==> src/rtl/mesi_coherence_ctrl.sv <==
// rtl/mesi_coherence_ctrl.sv - MESI snoop/coherence controller for NUM_CORES direct-mapped L1 caches
module mesi_coherence_ctrl #(
  parameter int NUM_CORES     = 4,
  parameter int L1_ADDR_WIDTH = 2,
  parameter int L2_ADDR_WIDTH = 3,
  localparam int CW           = $clog2(NUM_CORES)
) (
  input  logic                               clk,
  input  logic                               rst,
  input  logic [NUM_CORES-1:0]               req_valid,
  input  logic [NUM_CORES-1:0]               req_we,
  input  logic [NUM_CORES*L2_ADDR_WIDTH-1:0] req_addr,
  output logic [NUM_CORES-1:0]               done,
  output logic                               hit,
  output logic [NUM_CORES-1:0]               inv_mask,
  output logic [CW-1:0]                      wb_core,
  output logic [CW-1:0]                      fill_core,
  output logic                               l2_rd_en,
  output logic                               l2_wr_en,
  output logic [L2_ADDR_WIDTH-1:0]           l2_addr,
  input  logic                               l2_ack,
  input  logic [CW-1:0]                      dbg_core,
  input  logic [L1_ADDR_WIDTH-1:0]           dbg_index,
  output logic [1:0]                         dbg_state
);

  localparam int LINES = 1 << L1_ADDR_WIDTH;
  localparam int TW    = L2_ADDR_WIDTH - L1_ADDR_WIDTH;

  localparam logic [1:0] ST_I = 2'b00;
  localparam logic [1:0] ST_S = 2'b01;
  localparam logic [1:0] ST_E = 2'b10;
  localparam logic [1:0] ST_M = 2'b11;

  typedef enum logic [2:0] {IDLE, LOOKUP, VICTIM_WB, SNOOP_WB, FILL, DONE} fsm_t;

  fsm_t state_q, state_d;

  logic [1:0]    line_state [NUM_CORES][LINES];
  logic [TW-1:0] line_tag   [NUM_CORES][LINES];

  logic [CW-1:0]            ptr_q;
  logic [CW-1:0]            core_q;
  logic                     we_q;
  logic [L2_ADDR_WIDTH-1:0] addr_q;
  logic                     hit_q;

  logic [L1_ADDR_WIDTH-1:0] idx;
  logic [TW-1:0]            tag;
  logic [1:0]               local_state;
  logic                     local_hit;

  assign idx         = addr_q[L1_ADDR_WIDTH-1:0];
  assign tag         = addr_q[L2_ADDR_WIDTH-1:L1_ADDR_WIDTH];
  assign local_state = line_state[core_q][idx];
  assign local_hit   = (local_state != ST_I) && (line_tag[core_q][idx] == tag);
  assign dbg_state   = line_state[dbg_core][dbg_index];

  // Round-robin grant: rotate requests so the pointer sits at bit 0, take the lowest set bit
  logic [2*NUM_CORES-1:0]   req_dbl;
  logic [NUM_CORES-1:0]     req_rot;
  logic [CW:0]              grant_off;
  logic [CW:0]              grant_sum;
  logic [CW-1:0]            grant;
  logic                     grant_valid;
  logic                     sel_we;
  logic [L2_ADDR_WIDTH-1:0] sel_addr;

  assign req_dbl = {req_valid, req_valid};
  assign req_rot = req_dbl[ptr_q +: NUM_CORES];

  // Pick the granted core and mux out its write flag and address
  always_comb begin
    grant_off   = '0;
    grant_valid = 1'b0;
    grant       = '0;
    sel_we      = 1'b0;
    sel_addr    = '0;
    for (int k = NUM_CORES - 1; k >= 0; k--) begin
      if (req_rot[k]) begin
        grant_off   = (CW+1)'(k);
        grant_valid = 1'b1;
      end
    end
    grant_sum = {1'b0, ptr_q} + grant_off;
    if (grant_sum >= (CW+1)'(NUM_CORES)) grant = CW'(grant_sum - (CW+1)'(NUM_CORES));
    else                                 grant = CW'(grant_sum);
    for (int i = 0; i < NUM_CORES; i++) begin
      if (grant == CW'(i)) begin
        sel_we   = req_we[i];
        sel_addr = req_addr[i*L2_ADDR_WIDTH +: L2_ADDR_WIDTH];
      end
    end
  end

  // Snoop the other cores: valid copies of the requested line and a possible M owner
  logic [NUM_CORES-1:0] match_vec;
  logic                 owner_found;
  logic [CW-1:0]        owner;

  always_comb begin
    match_vec   = '0;
    owner_found = 1'b0;
    owner       = '0;
    for (int i = 0; i < NUM_CORES; i++) begin
      if (CW'(i) != core_q && line_state[i][idx] != ST_I && line_tag[i][idx] == tag) begin
        match_vec[i] = 1'b1;
        if (line_state[i][idx] == ST_M) begin
          owner_found = 1'b1;
          owner       = CW'(i);
        end
      end
    end
  end

  // Next-state and output decode; outputs are a function of the current state only, except
  // the inv_mask pulse that accompanies a write fill's ack
  always_comb begin
    state_d   = state_q;
    done      = '0;
    hit       = 1'b0;
    inv_mask  = '0;
    wb_core   = '0;
    fill_core = '0;
    l2_rd_en  = 1'b0;
    l2_wr_en  = 1'b0;
    l2_addr   = '0;
    case (state_q)
      IDLE: begin
        if (grant_valid) state_d = LOOKUP;
      end
      LOOKUP: begin
        if (local_hit) begin
          state_d = DONE;
          if (we_q && local_state == ST_S) inv_mask = match_vec;
        end else if (local_state == ST_M) begin
          state_d = VICTIM_WB;
        end else begin
          state_d = owner_found ? SNOOP_WB : FILL;
        end
      end
      VICTIM_WB: begin
        l2_wr_en = 1'b1;
        l2_addr  = {line_tag[core_q][idx], idx};
        wb_core  = core_q;
        if (l2_ack) state_d = owner_found ? SNOOP_WB : FILL;
      end
      SNOOP_WB: begin
        l2_wr_en = 1'b1;
        l2_addr  = addr_q;
        wb_core  = owner;
        if (l2_ack) state_d = FILL;
      end
      FILL: begin
        l2_rd_en  = 1'b1;
        l2_addr   = addr_q;
        fill_core = core_q;
        if (l2_ack) begin
          state_d = DONE;
          if (we_q) inv_mask = match_vec;
        end
      end
      DONE: begin
        done[core_q] = 1'b1;
        hit          = hit_q;
        state_d      = IDLE;
      end
      default: state_d = IDLE;
    endcase
  end

  // State register, request latch and per-line MESI/tag updates
  always_ff @(posedge clk) begin
    if (rst) begin
      state_q <= IDLE;
      ptr_q   <= '0;
      core_q  <= '0;
      we_q    <= 1'b0;
      addr_q  <= '0;
      hit_q   <= 1'b0;
      for (int i = 0; i < NUM_CORES; i++) begin
        for (int j = 0; j < LINES; j++) begin
          line_state[i][j] <= ST_I;
          line_tag[i][j]   <= '0;
        end
      end
    end else begin
      state_q <= state_d;
      case (state_q)
        IDLE: begin
          if (grant_valid) begin
            core_q <= grant;
            we_q   <= sel_we;
            addr_q <= sel_addr;
            ptr_q  <= (grant == CW'(NUM_CORES - 1)) ? '0 : grant + 1'b1;
          end
        end
        LOOKUP: begin
          hit_q <= local_hit;
          if (local_hit && we_q) begin
            line_state[core_q][idx] <= ST_M;
            if (local_state == ST_S) begin
              for (int i = 0; i < NUM_CORES; i++)
                if (match_vec[i]) line_state[i][idx] <= ST_I;
            end
          end
        end
        VICTIM_WB: begin
          if (l2_ack) line_state[core_q][idx] <= ST_I;
        end
        SNOOP_WB: begin
          if (l2_ack) line_state[owner][idx] <= we_q ? ST_I : ST_S;
        end
        FILL: begin
          if (l2_ack) begin
            line_tag[core_q][idx] <= tag;
            if (we_q) begin
              line_state[core_q][idx] <= ST_M;
              for (int i = 0; i < NUM_CORES; i++)
                if (match_vec[i]) line_state[i][idx] <= ST_I;
            end else if (|match_vec) begin
              line_state[core_q][idx] <= ST_S;
              for (int i = 0; i < NUM_CORES; i++)
                if (match_vec[i]) line_state[i][idx] <= ST_S;
            end else begin
              line_state[core_q][idx] <= ST_E;
            end
          end
        end
        default: ;
      endcase
    end
  end

endmodule

==> config.mk <==
export PLATFORM = sky130hd
export DESIGN_NAME = mesi_coherence_ctrl
export DESIGN_NICKNAME = d
export VERILOG_FILES = /design/src/rtl/mesi_coherence_ctrl.sv
export SDC_FILE = /design/constraint.sdc
export NUM_CORES = 1
export LEC_CHECK = 0
export CORE_ASPECT_RATIO = 1.75
export CORE_MARGIN = 2
export CORE_UTILIZATION = 47
export DETAILED_ROUTE_END_ITERATION = 12
export HOLD_SLACK_MARGIN = 0.1
export PLACE_DENSITY = 0.68
export SLEW_MARGIN = 30
export SYNTH_ARGS = -nofsm -noshare
export SYNTH_HDL_FRONTEND = slang
export SYNTH_SLANG_ARGS = --single-unit
==> constraint.sdc <==
create_clock -name clk -period 3.42 [get_ports clk]
set_clock_uncertainty 0.15 [all_clocks]
set_input_delay 0.684 -clock clk [delete_from_list [all_inputs] [get_ports clk]]
set_output_delay 0.684 -clock clk [all_outputs]
set_load 0.01 [all_outputs]
==> qor_table.md <==
| Quantity | This run |
|---|---|
| Cell taking the most area after synthesis | sky130_fd_sc_hd__dfxtp_1 |
| Number of setup violations in the final report | 0 |
| Tightest Pin Transition | 0.566 ns |
| Post-synthesis cell count | 516 |
| Setup slack of the most critical reg-to-reg path | 0.24 ns |
| Initial Util | 47.7% |
| Worst-case clock buffer depth | 2 |
| Worst slack at placement | -0.249 ns |
| Sum of routed wire length over all layers | 16400 um |
| Final worst-path setup slack | 0.0632 ns |
| Wirelength per Cell | 22.3 um |
| Hold Slack | 0.418 ns |
| Boundary pin count | 47 |
| CTS tree | yes |
| Overall die height | 136 um |
| CTS H-Tree Depth | 3 |
| Vias in the first global route | 4810 |
| Portion of total power attributed to combinational logic | 52.9% |
| Insertion delay to the later sink of the worst-skew pair | 0.34 ns |
| Full die area | 0.0108 sq mm |
| Clock Sink Count | 62 |
| Power Total | 4.02 mW |
| Relative area change from synthesis to final layout | 29.7% |
| Port bufs | 46 |
| Crit path DAT | 2.52 ns |
| Synthesized net count | 548 |
| Routed via count | 4790 |
| Clock-pin slew of the registers on the worst-case setup and hold paths | 0.05 ns |
| Share of synthesized flip-flops with an asynchronous set or reset | 0% |
| Total negative setup slack | 0 ns |
| RR Endpoint | line_state[3][7]$_SDFFE_PP0P_ |
| Psw | 1.66 mW |
| Avg Cell Area, Syn | 9.05 sq um |
| Max Cap Violations | 0 |
| DIE WIDTH | 79.3 um |
| Count of flip-flops with a built-in enable after synthesis | 24 |
| Most frequently used flop master after synthesis | sky130_fd_sc_hd__dfxtp_1 |
| Number of antenna repair diodes | 0 |
| Startpoint types | input pin |
| Capture point of the worst path | dbg_state[1] |
| Vias per Instance | 6.51 |
| Number of CTS-inserted buffers | 9 |
| Reported leakage power | 2.28 nW |
| Placer Congestion | 0.998 |
| Depth of the worst register-to-register path | 10 |
| Origin of the critical flop-to-flop path | addr_q[0]$_SDFFE_PP0P_ |
| Post-route fraction of the period consumed by the critical path | 98.2% |
| Highest clock frequency the design can meet | 0.298 GHz |
| Final Hold Violating Endpoints | 0 |
| Most frequent cells in the layout | sky130_fd_sc_hd__buf_4, sky130_fd_sc_hd__nor2_1, sky130_fd_sc_hd__dfxtp_1 |
| Top cells by area, synth | sky130_fd_sc_hd__dfxtp_1, sky130_fd_sc_hd__edfxtp_1, sky130_fd_sc_hd__mux4_2, sky130_fd_sc_hd__nor2_1, sky130_fd_sc_hd__o21ai_0 |
| Clock share of power | 22.4% |
| Core Footprint | 0.00979 sq mm |
| Max-slew violation count | 0 |
| Count of distinct cell types in the synthesized netlist | 65 |
| Setup repair after global routing missed its margin | no |
| Outcome | complete, no violations |
| Pwr per Cell Area | 664 mW/mm^2 |
| Number of synthesis warnings | 0 |
| Startpoint-to-endpoint class of the critical path | input pin to output pin |
| ANT nets after route | 0 |
| Endpoint class of the critical path | output pin |
| Tightest Hold Check Type | flop to flop |
| Pin count of the biggest net entering global routing | 44 |
| Global-route wire length before repair | 25300 um |
| Final net count | 638 |
| Netlist area before placement | 0.00467 sq mm |
| Max IR drop VDD | 0.000469 V |
| Estimated wirelength of the detail-placed design | 12500 um |
| Root buf cell | sky130_fd_sc_hd__clkbuf_16 |
| Worst-case headroom to the max-slew limit | 62.2% |
| Sequential area share after synthesis | 31.7% |
| Total global routing track utilization | 31.6% |
| Int Power | 2.36 mW |
| Remaining design rule violation count | 0 |
| Overflow after GRT | 0 |
| Share of layout cells above drive strength 1 | 27.2% |
| First-pass iteration count of the detailed router | 5 |
| Number of cell rows | 48 |
| Largest fanout of any net on the critical path | 3 |
| Switching power as a share of total power | 41.3% |
| Required time worst endpoint | 2.59 ns |
| Launch point of the worst path | dbg_core[1] |
| Leading cell type in the layout, fill and taps excluded | sky130_fd_sc_hd__buf_4 |
| Post-layout min period | 3.36 ns |
| Seq cells post-synth | 62 |
| Initial DRC count | 422 |
| Share of the synthesized area in the top cell type | 16.3% |
| Antenna violations before repair | 0 |
| Sequential share of power | 24.6% |
==> cells in the mapped netlist (5+ instances only) <==
| library cell | n |
|---|---|
| sky130_fd_sc_hd__buf_2 | 6 |
| sky130_fd_sc_hd__nand4_1 | 8 |
| sky130_fd_sc_hd__nor2_1 | 70 |
| sky130_fd_sc_hd__a21oi_1 | 30 |
| sky130_fd_sc_hd__xnor2_1 | 5 |
| sky130_fd_sc_hd__nand2_1 | 31 |
| sky130_fd_sc_hd__nor3_1 | 13 |
| sky130_fd_sc_hd__mux2i_1 | 11 |
| sky130_fd_sc_hd__o32ai_1 | 6 |
| sky130_fd_sc_hd__dfxtp_1 | 38 |
| sky130_fd_sc_hd__edfxtp_1 | 24 |
| sky130_fd_sc_hd__mux4_2 | 30 |
| sky130_fd_sc_hd__a22oi_1 | 9 |
| sky130_fd_sc_hd__o21bai_1 | 16 |
| sky130_fd_sc_hd__o211ai_1 | 7 |
| sky130_fd_sc_hd__ha_1 | 5 |
| sky130_fd_sc_hd__clkbuf_1 | 26 |
| sky130_fd_sc_hd__nor4_1 | 5 |
| sky130_fd_sc_hd__nand2b_1 | 9 |
| sky130_fd_sc_hd__nand3_1 | 16 |
| sky130_fd_sc_hd__inv_1 | 16 |
| sky130_fd_sc_hd__o21ai_0 | 35 |
| sky130_fd_sc_hd__a211oi_1 | 7 |
| sky130_fd_sc_hd__nor2b_1 | 15 |
| sky130_fd_sc_hd__a21o_1 | 5 |
| sky130_fd_sc_hd__a31oi_1 | 6 |
==> cells by family after synthesis <==
logic type               count (synthesis)  share of synthesized area [%]
AND/OR/NAND/NOR                        192                           19.9
buffers and inverters                   56                           5.22
adder cells (fa/ha/maj)                  6                           1.55
multiplexers                            45                           18.5
flip-flops                              62                           31.7
XOR/XNOR                                 6                           1.29
AO/OA/AOI/OAI                          149                           21.8
==> state kept, by name, indices dropped and copies added, names as in the netlist, named ones only <==
name,cells
addr_q,3
hit_q,1
state_q,3
we_q,1
line_state,32
line_tag,16
core_q,2
ptr_q,2
==> power by group through the flow <==
stage / Clock, mW / Combinational, mW / Sequential [mW]
floorplan: 0 / 1.34 / 0.924
global route: 0.925 / 2.28 / 1.00
detailed placement: 0 / 1.98 / 0.993
CTS: 0.896 / 2.04 / 0.984
finish: 0.902 / 2.13 / 0.991
global placement: 0 / 1.96 / 0.986
==> what timing repair did <==
item                                    4_1_cts  5_1_grt
pin swaps                                     5        3
setup buffers                                 5        1
cloned                                        0        0
gates resized for setup                      31       19
endpoints found under the setup margin        9        8
hold buffers                                  0        0
==> cell type report <==
class | count | area, sq um
clock buffer | 10 | 229
clock inverter | 6 | 62.6
fill | 860 | 3730
inverter | 16 | 60.1
multi-input combinational | 398 | 3050
sequential | 62 | 1490
tap | 125 | 156
timing repair buffer | 119 | 1010
==> routing by layer <==
| layer | global-route usage [%] | part of all wire (%) | routed length [um] | up-vias |
|---|---|---|---|---|
| li1 | - | - | - | 2132 |
| met1 | 29.5 | 32 | 5320 | 2268 |
| met2 | 57.5 | 53 | 8670 | 287 |
| met3 | 4.85 | 5.1 | 839 | 103 |
| met4 | 28.2 | 9.5 | 1550 | 0 |
| met5 | 0 | 0 | 0 | - |
==> worst min-delay path by stage <==
stage | from | end | slack, ns | depth (start not counted)
after floorplan | line_state[3][3]$_SDFFE_PP0P_ | line_state[3][3]$_SDFFE_PP0P_ | 0.30 | 2
after global placement | line_state[2][2]$_SDFFE_PP0P_ | line_state[2][2]$_SDFFE_PP0P_ | 0.40 | 1
after detailed placement | line_state[2][2]$_SDFFE_PP0P_ | line_state[2][2]$_SDFFE_PP0P_ | 0.40 | 1
after CTS | line_state[2][2]$_SDFFE_PP0P_ | line_state[2][2]$_SDFFE_PP0P_ | 0.41 | 1
after global routing | ptr_q[1]$_SDFFE_PP0P_ | ptr_q[1]$_SDFFE_PP0P_ | 0.45 | 2
final | line_state[2][2]$_SDFFE_PP0P_ | line_state[2][2]$_SDFFE_PP0P_ | 0.42 | 1
==> metrics by stage <==
step	utilization, %	instances	cell area [sq um]
after floorplan	-	516	4670
after global placement	57.5	714	5630
after detailed placement	57.5	714	5630
after CTS	61.5	735	6020
after global routing	61.9	736	6060
final	61.9	736	6060
==> worst max-delay path: stages <==
cell and delay [ns]:
sky130_fd_sc_hd__clkdlybuf4s50_1 0.55, sky130_fd_sc_hd__mux4_2 0.52, sky130_fd_sc_hd__mux4_2 0.47, sky130_fd_sc_hd__dlygate4sd2_1 0.29
(Power assumes the default switching activity.)
